==> config.mk <==
export PLATFORM = sky130hd
export DESIGN_NAME = mem_loader
export DESIGN_NICKNAME = d
export VERILOG_FILES = /design/src/rtl/mem_loader.sv
export SDC_FILE = /design/constraint.sdc
export NUM_CORES = 1
export LEC_CHECK = 0
export ABC_AREA = 1
export BUFFER_PORTS_ARGS = -buffer_cell sky130_fd_sc_hd__buf_2
export CAP_MARGIN = 20
export CORE_MARGIN = 5
export CORE_UTILIZATION = 30
export DETAILED_ROUTE_END_ITERATION = 10
export HOLD_SLACK_MARGIN = 0.02
export PLACE_DENSITY = 0.57
export SLEW_MARGIN = 20
export SYNTH_ARGS = -nofsm -noshare
export SYNTH_HDL_FRONTEND = slang
export SYNTH_SLANG_ARGS = --single-unit
==> constraint.sdc <==
create_clock -name clk -period 3.95 [get_ports clk]
set_clock_uncertainty 0.1 [all_clocks]
set_input_delay 0.1975 -clock clk [delete_from_list [all_inputs] [get_ports clk]]
set_output_delay 0.1975 -clock clk [all_outputs]
set_load 0.005 [all_outputs]
==> src/rtl/mem_loader.sv <==
// Stream loader for the CPU byte memory: writes DEPTH bytes to consecutive
// addresses, verifies a trailing XOR checksum, and releases the CPU on success.
module mem_loader #(
    parameter int DEPTH = 8,
    parameter int AW    = 3,
    parameter int DW    = 8
) (
    input  logic          clk,
    input  logic          rst,
    input  logic          start,
    input  logic          in_valid,
    input  logic [DW-1:0] in_data,
    output logic          in_ready,
    output logic          we,
    output logic [AW-1:0] waddr,
    output logic [DW-1:0] wdata,
    output logic          busy,
    output logic          done,
    output logic          err,
    output logic          cpu_run
);

    localparam logic [2:0] IDLE = 3'd0;
    localparam logic [2:0] LOAD = 3'd1;
    localparam logic [2:0] CHK  = 3'd2;
    localparam logic [2:0] DONE = 3'd3;
    localparam logic [2:0] ERR  = 3'd4;

    localparam logic [AW:0] LAST = (AW+1)'(DEPTH - 1);
    localparam logic [AW:0] ONE  = {{AW{1'b0}}, 1'b1};

    logic [2:0]    state;
    logic [AW:0]   cnt;
    logic [DW-1:0] sum;

    // Status outputs are pure state decodes so no input reaches them combinationally.
    assign in_ready = (state == LOAD) || (state == CHK);
    assign busy     = in_ready;
    assign done     = (state == DONE);
    assign err      = (state == ERR);
    assign cpu_run  = (state == DONE);

    always_ff @(posedge clk) begin
        if (rst) begin
            state <= IDLE;
            cnt   <= '0;
            sum   <= '0;
            we    <= 1'b0;
            waddr <= '0;
            wdata <= '0;
        end else begin
            we <= 1'b0;
            case (state)
                LOAD: begin
                    if (in_valid) begin
                        we    <= 1'b1;
                        waddr <= cnt[AW-1:0];
                        wdata <= in_data;
                        sum   <= sum ^ in_data;
                        cnt   <= cnt + ONE;
                        if (cnt == LAST) begin
                            state <= CHK;
                        end
                    end
                end
                CHK: begin
                    if (in_valid) begin
                        state <= (in_data == sum) ? DONE : ERR;
                    end
                end
                default: begin
                    // IDLE, DONE and ERR all restart identically on start.
                    if (start) begin
                        state <= LOAD;
                        cnt   <= '0;
                        sum   <= '0;
                    end
                end
            endcase
        end
    end

endmodule

==> impl_metrics.env, run 1 <==
export IMPL_status="finished, final reports clean"
export IMPL_cp_slowest_stage_delay_ns=0.40
export IMPL_num_io_pins=29
export IMPL_num_rows=23
export IMPL_ant_nets=0
export IMPL_insertion_delay_ns=0.27
export IMPL_vias=1138
export IMPL_ir_worst_vdd_mv=0.182
export IMPL_finalMaxSlewViolations=0
export IMPL_yosysSeqAreaShare=0.421
export IMPL_worst_ep_required_time_ns=3.65
export IMPL_post_cts_buffers=0
export IMPL_grt_pass1_vias=1119
export IMPL_die_h_um=75.4
export IMPL_tns_ns=0
export IMPL_final_cell_mix="nand2_1 (47), buf_2 (28), dfxtp_1 (27)"
export IMPL_track_usage=0.107
export IMPL_drc=0
export IMPL_drt_first_pass_iters=4
export IMPL_synth_cell_types=21
export IMPL_synth_avg_cell_area_sq_um=7.09
export IMPL_path_max_fanout=5
export IMPL_crit_arrival_ns=1.36
export IMPL_grt_setup_unrepaired="no"
export IMPL_final_common_cell="nand2_1"
export IMPL_startpoint_type="register"
export IMPL_die_x_um=75.4
export IMPL_report_final_hold_viol_count=0
export IMPL_yosys_warnings=0
export IMPL_clockRootBuffer="clkbuf_8"
export IMPL_drt_vias_per_instance=4.45
export IMPL_h_tree_depth=1
export IMPL_grt_max_degree=23
export IMPL_setup_viol_count_final=0
export IMPL_grt_pass1_wl_mm=4.73
export IMPL_coreArea_sq_mm=0.00409
export IMPL_netlist_area_sq_mm=0.00128
export IMPL_final_nets=220
export IMPL_hp_class="input pin to register"
export IMPL_hpwl_mm=1.99
export IMPL_power_density_mw_per_mm2=537
export IMPL_antennaDiodeCount=0
export IMPL_overflow=0
export IMPL_finalWirelength_mm=2.72
export IMPL_io_buffers=28
export IMPL_start_util=0.314
export IMPL_worst_slew_pin_slew_ns=0.576
export IMPL_cts_sinks=27
export IMPL_fin_crit_sh=0.419
export IMPL_routedWlPerCell_um=10.6
export IMPL_synth_nets=194
export IMPL_maxCapViolCount=0
export IMPL_dieArea_sq_mm=0.00568
export IMPL_clk_pin_slew_ns=0.09
export IMPL_holdBufCountCts=0
export IMPL_syn_inst=181
export IMPL_layout_area_overhead_vs_synth_pct=15.5
export IMPL_tritoncts="yes"
export IMPL_grt_busiest_layer="met2"
export IMPL_use_met1=0.141
export IMPL_final_util=0.363
export IMPL_crit_family="flip-flops"
export IMPL_cp_num_buf_inv=3
export IMPL_cts_buffers=3
export IMPL_path_class="register to output port"
export IMPL_critPathCaptureType="output port"
export IMPL_grt_antenna_before_repair=0
export IMPL_n_fill_cell=463
export IMPL_drt_iter0_drc=40
export IMPL_yosys_register_bits=27
export IMPL_grt_use_met2=0.166
export IMPL_gp_congestion=0.735
export IMPL_post_cts_resized=0
export IMPL_met3_usage=0.0198
export IMPL_cp_slowest_cell="dfxtp_1"
export IMPL_min_period_ns=1.66
export IMPL_fmax_mhz=604
export IMPL_cts_buffer_depth=2
export IMPL_slew_headroom=0.615
export IMPL_cp_cell_sequence="inv_2 -> nor3_4 -> inv_1 -> nand2_1 -> buf_2"
export IMPL_leakagePower_uw=0.000717
export IMPL_drive_gt1_frac=0.218
[sequential cells by signal (all words and copies together), names as in the netlist]
name   cells
we         1
state      3
wdata      8
waddr      3
sum        8
cnt        4
[cell usage after synthesis, drive strengths merged]
cell / n / area, sq um
o21ai: 22 / 118
dfxtp: 27 / 541
nor2: 15 / 71.3
a22oi: 1 / 12.5
nor3: 2 / 21.3
a21boi: 1 / 11.3
ha: 1 / 12.5
buf: 5 / 41.3
a21oi: 15 / 78.8
clkbuf: 2 / 7.51
nand2: 47 / 176
nand3: 14 / 82.6
inv: 29 / 109
[worst min-delay path, delay by kind of cell]
| kind | cells | cell delay [ns] |
|---|---|---|
| AO/OA/AOI/OAI | 1 | 0.05 |
| buffers and inverters | 2 | 0.16 |
[per-layer routing]
metal  up-vias  wire (um)  part of all wire
met1       489       1370              0.51
met5         -          0                 0
met2        20       1210              0.45
met4         0         41             0.015
li1        623          -                 -
met3         6         93             0.034
[cell families (layout without fill, tap and decap cells)]
family                   Yosys count  count (layout)  share of synthesized area
AND/OR/NAND/NOR                   78              78                      0.274
AO/OA/AOI/OAI                     39              39                      0.172
buffers and inverters             36              61                      0.123
flip-flops                        27              27                      0.421
adder cells (fa/ha/maj)            1               1                    0.00975
[stage by stage]
stage | setup WS (ns) | instance area (sq um) | hold slack, ns | power (uW) | cells
after CTS | 2.27 | 1480 | 0.0750 | 810 | 256
after global routing | 2.08 | 1480 | 0.0759 | 872 | 256
after detailed placement | 2.28 | 1440 | 0.375 | 649 | 252
final | 2.29 | 1480 | 0.0791 | 796 | 256
after floorplan | 2.65 | 1280 | 0.167 | 579 | 181
after global placement | 2.34 | 1440 | 0.367 | 645 | 252
[layout make-up]
type	count	area, sq um	share of cell area
clock buffers	4	45.0	0.0304
flip-flops and latches	27	541	0.365
inverters	29	109	0.0735
well taps	50	62.6	0.0422
repair buffers	28	140	0.0946
multi-input cells	118	584	0.394
[final timing paths]
kind                         start                     to  slack (ns)  cells after the start
max          state[1]$_SDFFE_PP0P_               in_ready        2.29                      5
min                     in_data[2]  wdata[2]$_SDFFE_PP0P_        0.08                      3
max reg2reg  state[0]$_SDFFE_PP0P_    cnt[3]$_SDFFE_PP0P_        2.31                      5
min reg2reg    sum[3]$_SDFFE_PP0P_    sum[3]$_SDFFE_PP0P_        0.40                      2
[where the power goes]
group / leakage (uW) / switching (uW) / total [uW] / internal [uW]
clock network: 0.0000228 / 87.3 / 160 / 72.4
registers: 0.000220 / 37.2 / 361 / 324
logic: 0.000475 / 171 / 275 / 104
total: 0.000717 / 295 / 796 / 501
Power figures use the tool's default switching activity.
==> run 2, diff against run 1 <==
- clock period: 3.95 -> 1.6 ns (I/O delays scaled with it)
==> impl_metrics.env, run 2 (synthesis results as in run 1) <==
export IMPL_hp_class="input pin to register"
export IMPL_grt_setup_unrepaired="no"
export IMPL_n_fill_cell=449
export IMPL_io_buffers=28
export IMPL_min_period_ns=1.48
export IMPL_status="finished, final reports clean"
export IMPL_dp_cells=256
export IMPL_num_io_pins=29
export IMPL_final_nets=237
export IMPL_power_density_mw_per_mm2=1260
export IMPL_fin_crit_sh=0.927
export IMPL_grt_pass1_vias=1049
export IMPL_path_class="register to output port"
export IMPL_clockRootBuffer="clkbuf_8"
export IMPL_cts_buffer_depth=2
export IMPL_worst_slew_pin_slew_ns=0.217
export IMPL_insertion_delay_ns=0.26
export IMPL_maxCapViolCount=0
export IMPL_coreArea_sq_mm=0.00409
export IMPL_finalMaxSlewViolations=0
export IMPL_die_x_um=75.4
export IMPL_final_common_cell="nand2_1"
export IMPL_leakagePower_uw=0.000797
export IMPL_tns_ns=0
export IMPL_grt_max_degree=15
export IMPL_start_util=0.314
export IMPL_worst_ep_required_time_ns=1.42
export IMPL_ir_worst_vdd_mv=0.784
export IMPL_die_h_um=75.4
export IMPL_final_cell_mix="nand2_1 (47), buf_2 (28), dfxtp_1 (25)"
export IMPL_critPathCaptureType="output port"
export IMPL_reg_top3="sum: 8 flops, wdata: 8 flops, cnt: 4 flops"
export IMPL_setup_viol_count_final=0
export IMPL_final_cells=273
export IMPL_h_tree_depth=1
export IMPL_drc=0
export IMPL_path_max_fanout=4
export IMPL_finalWirelength_mm=2.76
export IMPL_clk_pin_slew_ns=0.09
export IMPL_report_final_hold_viol_count=0
export IMPL_slew_headroom=0.855
export IMPL_vias=1159
export IMPL_gp_congestion=0.744
export IMPL_drt_first_pass_iters=4
export IMPL_drive_gt1_frac=0.247
export IMPL_crit_arrival_ns=1.30
export IMPL_layout_area_overhead_vs_synth_pct=28.0
export IMPL_cts_buffers=3
export IMPL_num_rows=23
export IMPL_drt_iter0_drc=44
export IMPL_tritoncts="yes"
export IMPL_ant_nets=0
export IMPL_startpoint_type="register"
export IMPL_grt_pass1_wl_mm=4.67
export IMPL_cts_sinks=27
export IMPL_fmax_mhz=675
export IMPL_overflow=0
export IMPL_drt_vias_per_instance=4.25
export IMPL_dieArea_sq_mm=0.00568
export IMPL_track_usage=0.106
export IMPL_routedWlPerCell_um=10.1
export IMPL_grt_antenna_before_repair=0
export IMPL_antennaDiodeCount=0
export IMPL_hpwl_mm=2.10
==> run 2: cell count changes in the layout (fill, tap and decap cells not counted) <==
cell           previous run  this run
buf_4                     0         8
dfxtp_1                  27        25
dfxtp_2                   0         2
dlygate4sd3_1             0         9
o21ai_2                   2         1
o21ai_4                   0         1
==> run 2: area by class of cell <==
cell class	instances	area [sq um]	share of cell area
Clock buffer	4	45.0	0.0274
Sequential cell	27	543	0.331
Tap cell	50	62.6	0.0381
Multi-Input combinational cell	118	592	0.361
Inverter	29	109	0.0663
Timing Repair Buffer	45	290	0.177
==> run 2: path summary, 6_finish.rpt <==
| path | startpoint | endpoint | cells past startpoint | slack [ns] |
|---|---|---|---|---|
| setup / recovery | state[1]$_SDFFE_PP0P_ | in_ready | 5 | 0.12 |
| hold / removal | in_valid | sum[1]$_SDFFE_PP0P_ | 4 | 0.08 |
| setup reg to reg | state[1]$_SDFFE_PP0P_ | cnt[0]$_SDFFE_PP0P_ | 8 | 0.15 |
| hold reg to reg | sum[1]$_SDFFE_PP0P_ | sum[1]$_SDFFE_PP0P_ | 2 | 0.39 |
==> run 2: report_power, final <==
| group | switching, uW | leakage [uW] | total [uW] | internal, uW |
|---|---|---|---|---|
| Sequential | 96.1 | 0.000220 | 900 | 804 |
| Clock | 198 | 0.0000228 | 376 | 178 |
| Combinational | 448 | 0.000554 | 798 | 350 |
| Total | 742 | 0.000797 | 2070 | 1330 |
==> run 2: through the flow <==
step / hold slack [ns] / setup WS (ns) / util / cell area, sq um / total power, uW
floorplan: 0.0491 / 0.301 / - / 1280 / 1430
global placement: 0.250 / 0.0245 / 0.359 / 1470 / 1630
detailed placement: 0.257 / 0.0136 / 0.359 / 1470 / 1630
CTS: 0.139 / 0.00163 / 0.392 / 1600 / 2030
global route: 0.109 / 0.0172 / 0.402 / 1640 / 2250
finish: 0.0775 / 0.117 / 0.402 / 1640 / 2070
==> run 2: per-layer routing <==
layer	GRT usage	wire (um)
met5	0	0
met3	0.0237	106
met2	0.161	1240
met1	0.148	1380
met4	0.0350	35
==> run 2: worst max-delay path: stages, from the launching register on <==
cell     delay (ns)
dfxtp_2        0.37
inv_2          0.07
nor3_4         0.24
inv_1          0.10
nand2_1        0.13
buf_2          0.13
==> run 2: what timing repair did <==
item                                   4_1_cts  5_1_grt
setup endpoints to repair                    0        4
endpoints found under the hold margin       18        0
hold buffers                                 9        0
gates resized for setup                      0        3
setup buffers                                0        4
==> run 3, diff against run 2 <==
- clock period: 1.6 -> 1.5 ns (I/O delays scaled with it)
==> impl_metrics.env, run 3 (synthesis results as in run 1) <==
export IMPL_status="finished, final reports clean"
export IMPL_cp_depth=6
export IMPL_leakagePower_uw=0.000789
export IMPL_finalMaxSlewViolations=0
export IMPL_ir_worst_vdd_mv=0.461
export IMPL_worst_ep_required_time_ns=1.57
export IMPL_setup_viol_count_final=0
export IMPL_startpoint_type="register"
export IMPL_report_final_hold_viol_count=0
export IMPL_crit_family="flip-flops"
export IMPL_die_h_um=75.4
export IMPL_grt_setup_unrepaired="no"
export IMPL_cp_cell_sequence="nor3_4 -> a21oi_2 -> o21ai_4 -> inv_1 -> a21oi_1 -> nor2_1"
export IMPL_power_uw=2290
export IMPL_cp_num_buf_inv=1
export IMPL_fin_ws_ns=0.111
export IMPL_num_rows=23
export IMPL_drt_iter0_drc=29
export IMPL_crit_arrival_ns=1.46
export IMPL_final_cell_mix="nand2_1 (38), buf_2 (27), dfxtp_1 (22)"
export IMPL_cts_sinks=27
export IMPL_final_common_cell="nand2_1"
export IMPL_hpwl_mm=2.04
export IMPL_rr_endpoint="cnt[3]$_SDFFE_PP0P_"
export IMPL_clk_pin_slew_ns=0.10
export IMPL_final_nets=234
export IMPL_drt_first_pass_iters=4
export IMPL_path_class="register to register"
export IMPL_io_buffers=28
export IMPL_fin_crit_sh=0.926
export IMPL_hold_path_end="sum[3]$_SDFFE_PP0P_"
export IMPL_pre_cts_ws_ns=-0.104
export IMPL_min_period_ns=1.39
export IMPL_critPathCaptureType="register"
export IMPL_grt_pass1_wl_mm=4.55
export IMPL_grt_max_degree=20
export IMPL_ant_nets=0
export IMPL_drive_gt1_frac=0.341
export IMPL_track_usage=0.101
export IMPL_cp_slowest_cell="dfxtp_4"
export IMPL_clockRootBuffer="clkbuf_8"
export IMPL_cts_buffer_depth=2
export IMPL_worst_slew_pin_slew_ns=0.335
export IMPL_ff2ff_setup_slack_ns=0.11
export IMPL_die_x_um=75.4
export IMPL_path_max_fanout=11
export IMPL_layout_area_overhead_vs_synth_pct=31.5
export IMPL_grt_antenna_before_repair=0
export IMPL_coreArea_sq_mm=0.00409
export IMPL_num_io_pins=29
export IMPL_rr_startpoint="state[2]$_SDFFE_PP0P_"
export IMPL_overflow=0
export IMPL_cp_slowest_stage_delay_ns=0.37
export IMPL_power_density_mw_per_mm2=1360
export IMPL_gp_congestion=0.738
export IMPL_tritoncts="yes"
export IMPL_start_util=0.314
export IMPL_r2r_cells=6
export IMPL_hold_depth=4
export IMPL_dieArea_sq_mm=0.00568
export IMPL_hp_class="input pin to register"
export IMPL_slew_headroom=0.776
export IMPL_finalWirelength_mm=2.68
export IMPL_min_from="in_valid"
export IMPL_routedWlPerCell_um=9.94
export IMPL_reg_top3="sum: 8 flops, wdata: 8 flops, cnt: 4 flops"
export IMPL_grt_pass1_vias=1082
export IMPL_insertion_delay_ns=0.27
export IMPL_fmax_mhz=720
export IMPL_drt_vias_per_instance=4.37
export IMPL_drc=0
export IMPL_cts_buffers=3
export IMPL_antennaDiodeCount=0
export IMPL_vias=1181
export IMPL_maxCapViolCount=0
export IMPL_h_tree_depth=1
run 3: cell count changes in the layout (fill, tap and decap cells not counted), moves of 3 or more:
cell / previous run / this run
nand2_1: 47 / 38
inv_2: 5 / 11
nand2_2: 0 / 9
buf_4: 8 / 5
dfxtp_1: 25 / 22
inv_1: 24 / 18
run 3: worst max path at each step:
| stage | start | to | slack [ns] |
|---|---|---|---|
| floorplan | state[0]$_SDFFE_PP0P_ | cnt[0]$_SDFFE_PP0P_ | 0.20 |
| global route | in_data[3] | state[0]$_SDFFE_PP0P_ | 0.002 |
| detailed placement | state[0]$_SDFFE_PP0P_ | cnt[2]$_SDFFE_PP0P_ | -0.10 |
| global placement | state[0]$_SDFFE_PP0P_ | cnt[3]$_SDFFE_PP0P_ | -0.05 |
| finish | state[2]$_SDFFE_PP0P_ | cnt[3]$_SDFFE_PP0P_ | 0.11 |
| CTS | state[1]$_SDFFE_PP0P_ | in_ready | 0.005 |
run 3: worst reg2reg max path, stage by stage (launching register included):
cell and delay [ns]:
dfxtp_4 0.37, nor3_4 0.26, a21oi_2 0.08, o21ai_4 0.15
inv_1 0.15, a21oi_1 0.14, nor2_1 0.05
run 3: layout make-up:
| class | instances | area, sq um |
|---|---|---|
| inverter | 29 | 109 |
| timing repair buffer | 42 | 274 |
| clock inverter | 1 | 7.51 |
| multi-input combinational | 118 | 643 |
| clock buffer | 3 | 41.3 |
| fill | 433 | 2400 |
| sequential | 27 | 549 |
| tap | 50 | 62.6 |
run 3: where the power goes:
group	switching (uW)	total, uW	internal [uW]
clock	230	419	188
combinational	520	909	390
sequential	97.5	964	866
run 3: metrics by stage:
| stage | instance area, sq um | std cells | hold WS [ns] | util | TNS [ns] |
|---|---|---|---|---|---|
| floorplan | 1280 | 181 | 0.0441 | - | 0 |
| finish | 1690 | 270 | 0.149 | 0.413 | 0 |
| global placement | 1470 | 256 | 0.244 | 0.359 | -0.0960 |
| global route | 1690 | 270 | 0.151 | 0.413 | 0 |
| detailed placement | 1470 | 256 | 0.250 | 0.359 | -0.206 |
| CTS | 1620 | 270 | 0.141 | 0.397 | 0 |
run 3: routing by layer:
metal	track usage	vias up	wire length, um
met5	0	-	0
met4	0.0408	0	12
met3	0.0158	2	120
met2	0.162	22	1250
met1	0.135	509	1300
li1	-	648	-
run 3: timing repair:
action                                 in CTS  in global routing
gates resized for setup                     2                 27
buffers inserted                            1                  1
hold buffers                                9                  0
setup endpoints to repair                   4                 27
pin swaps                                   1                 11
endpoints found under the hold margin      22                  0
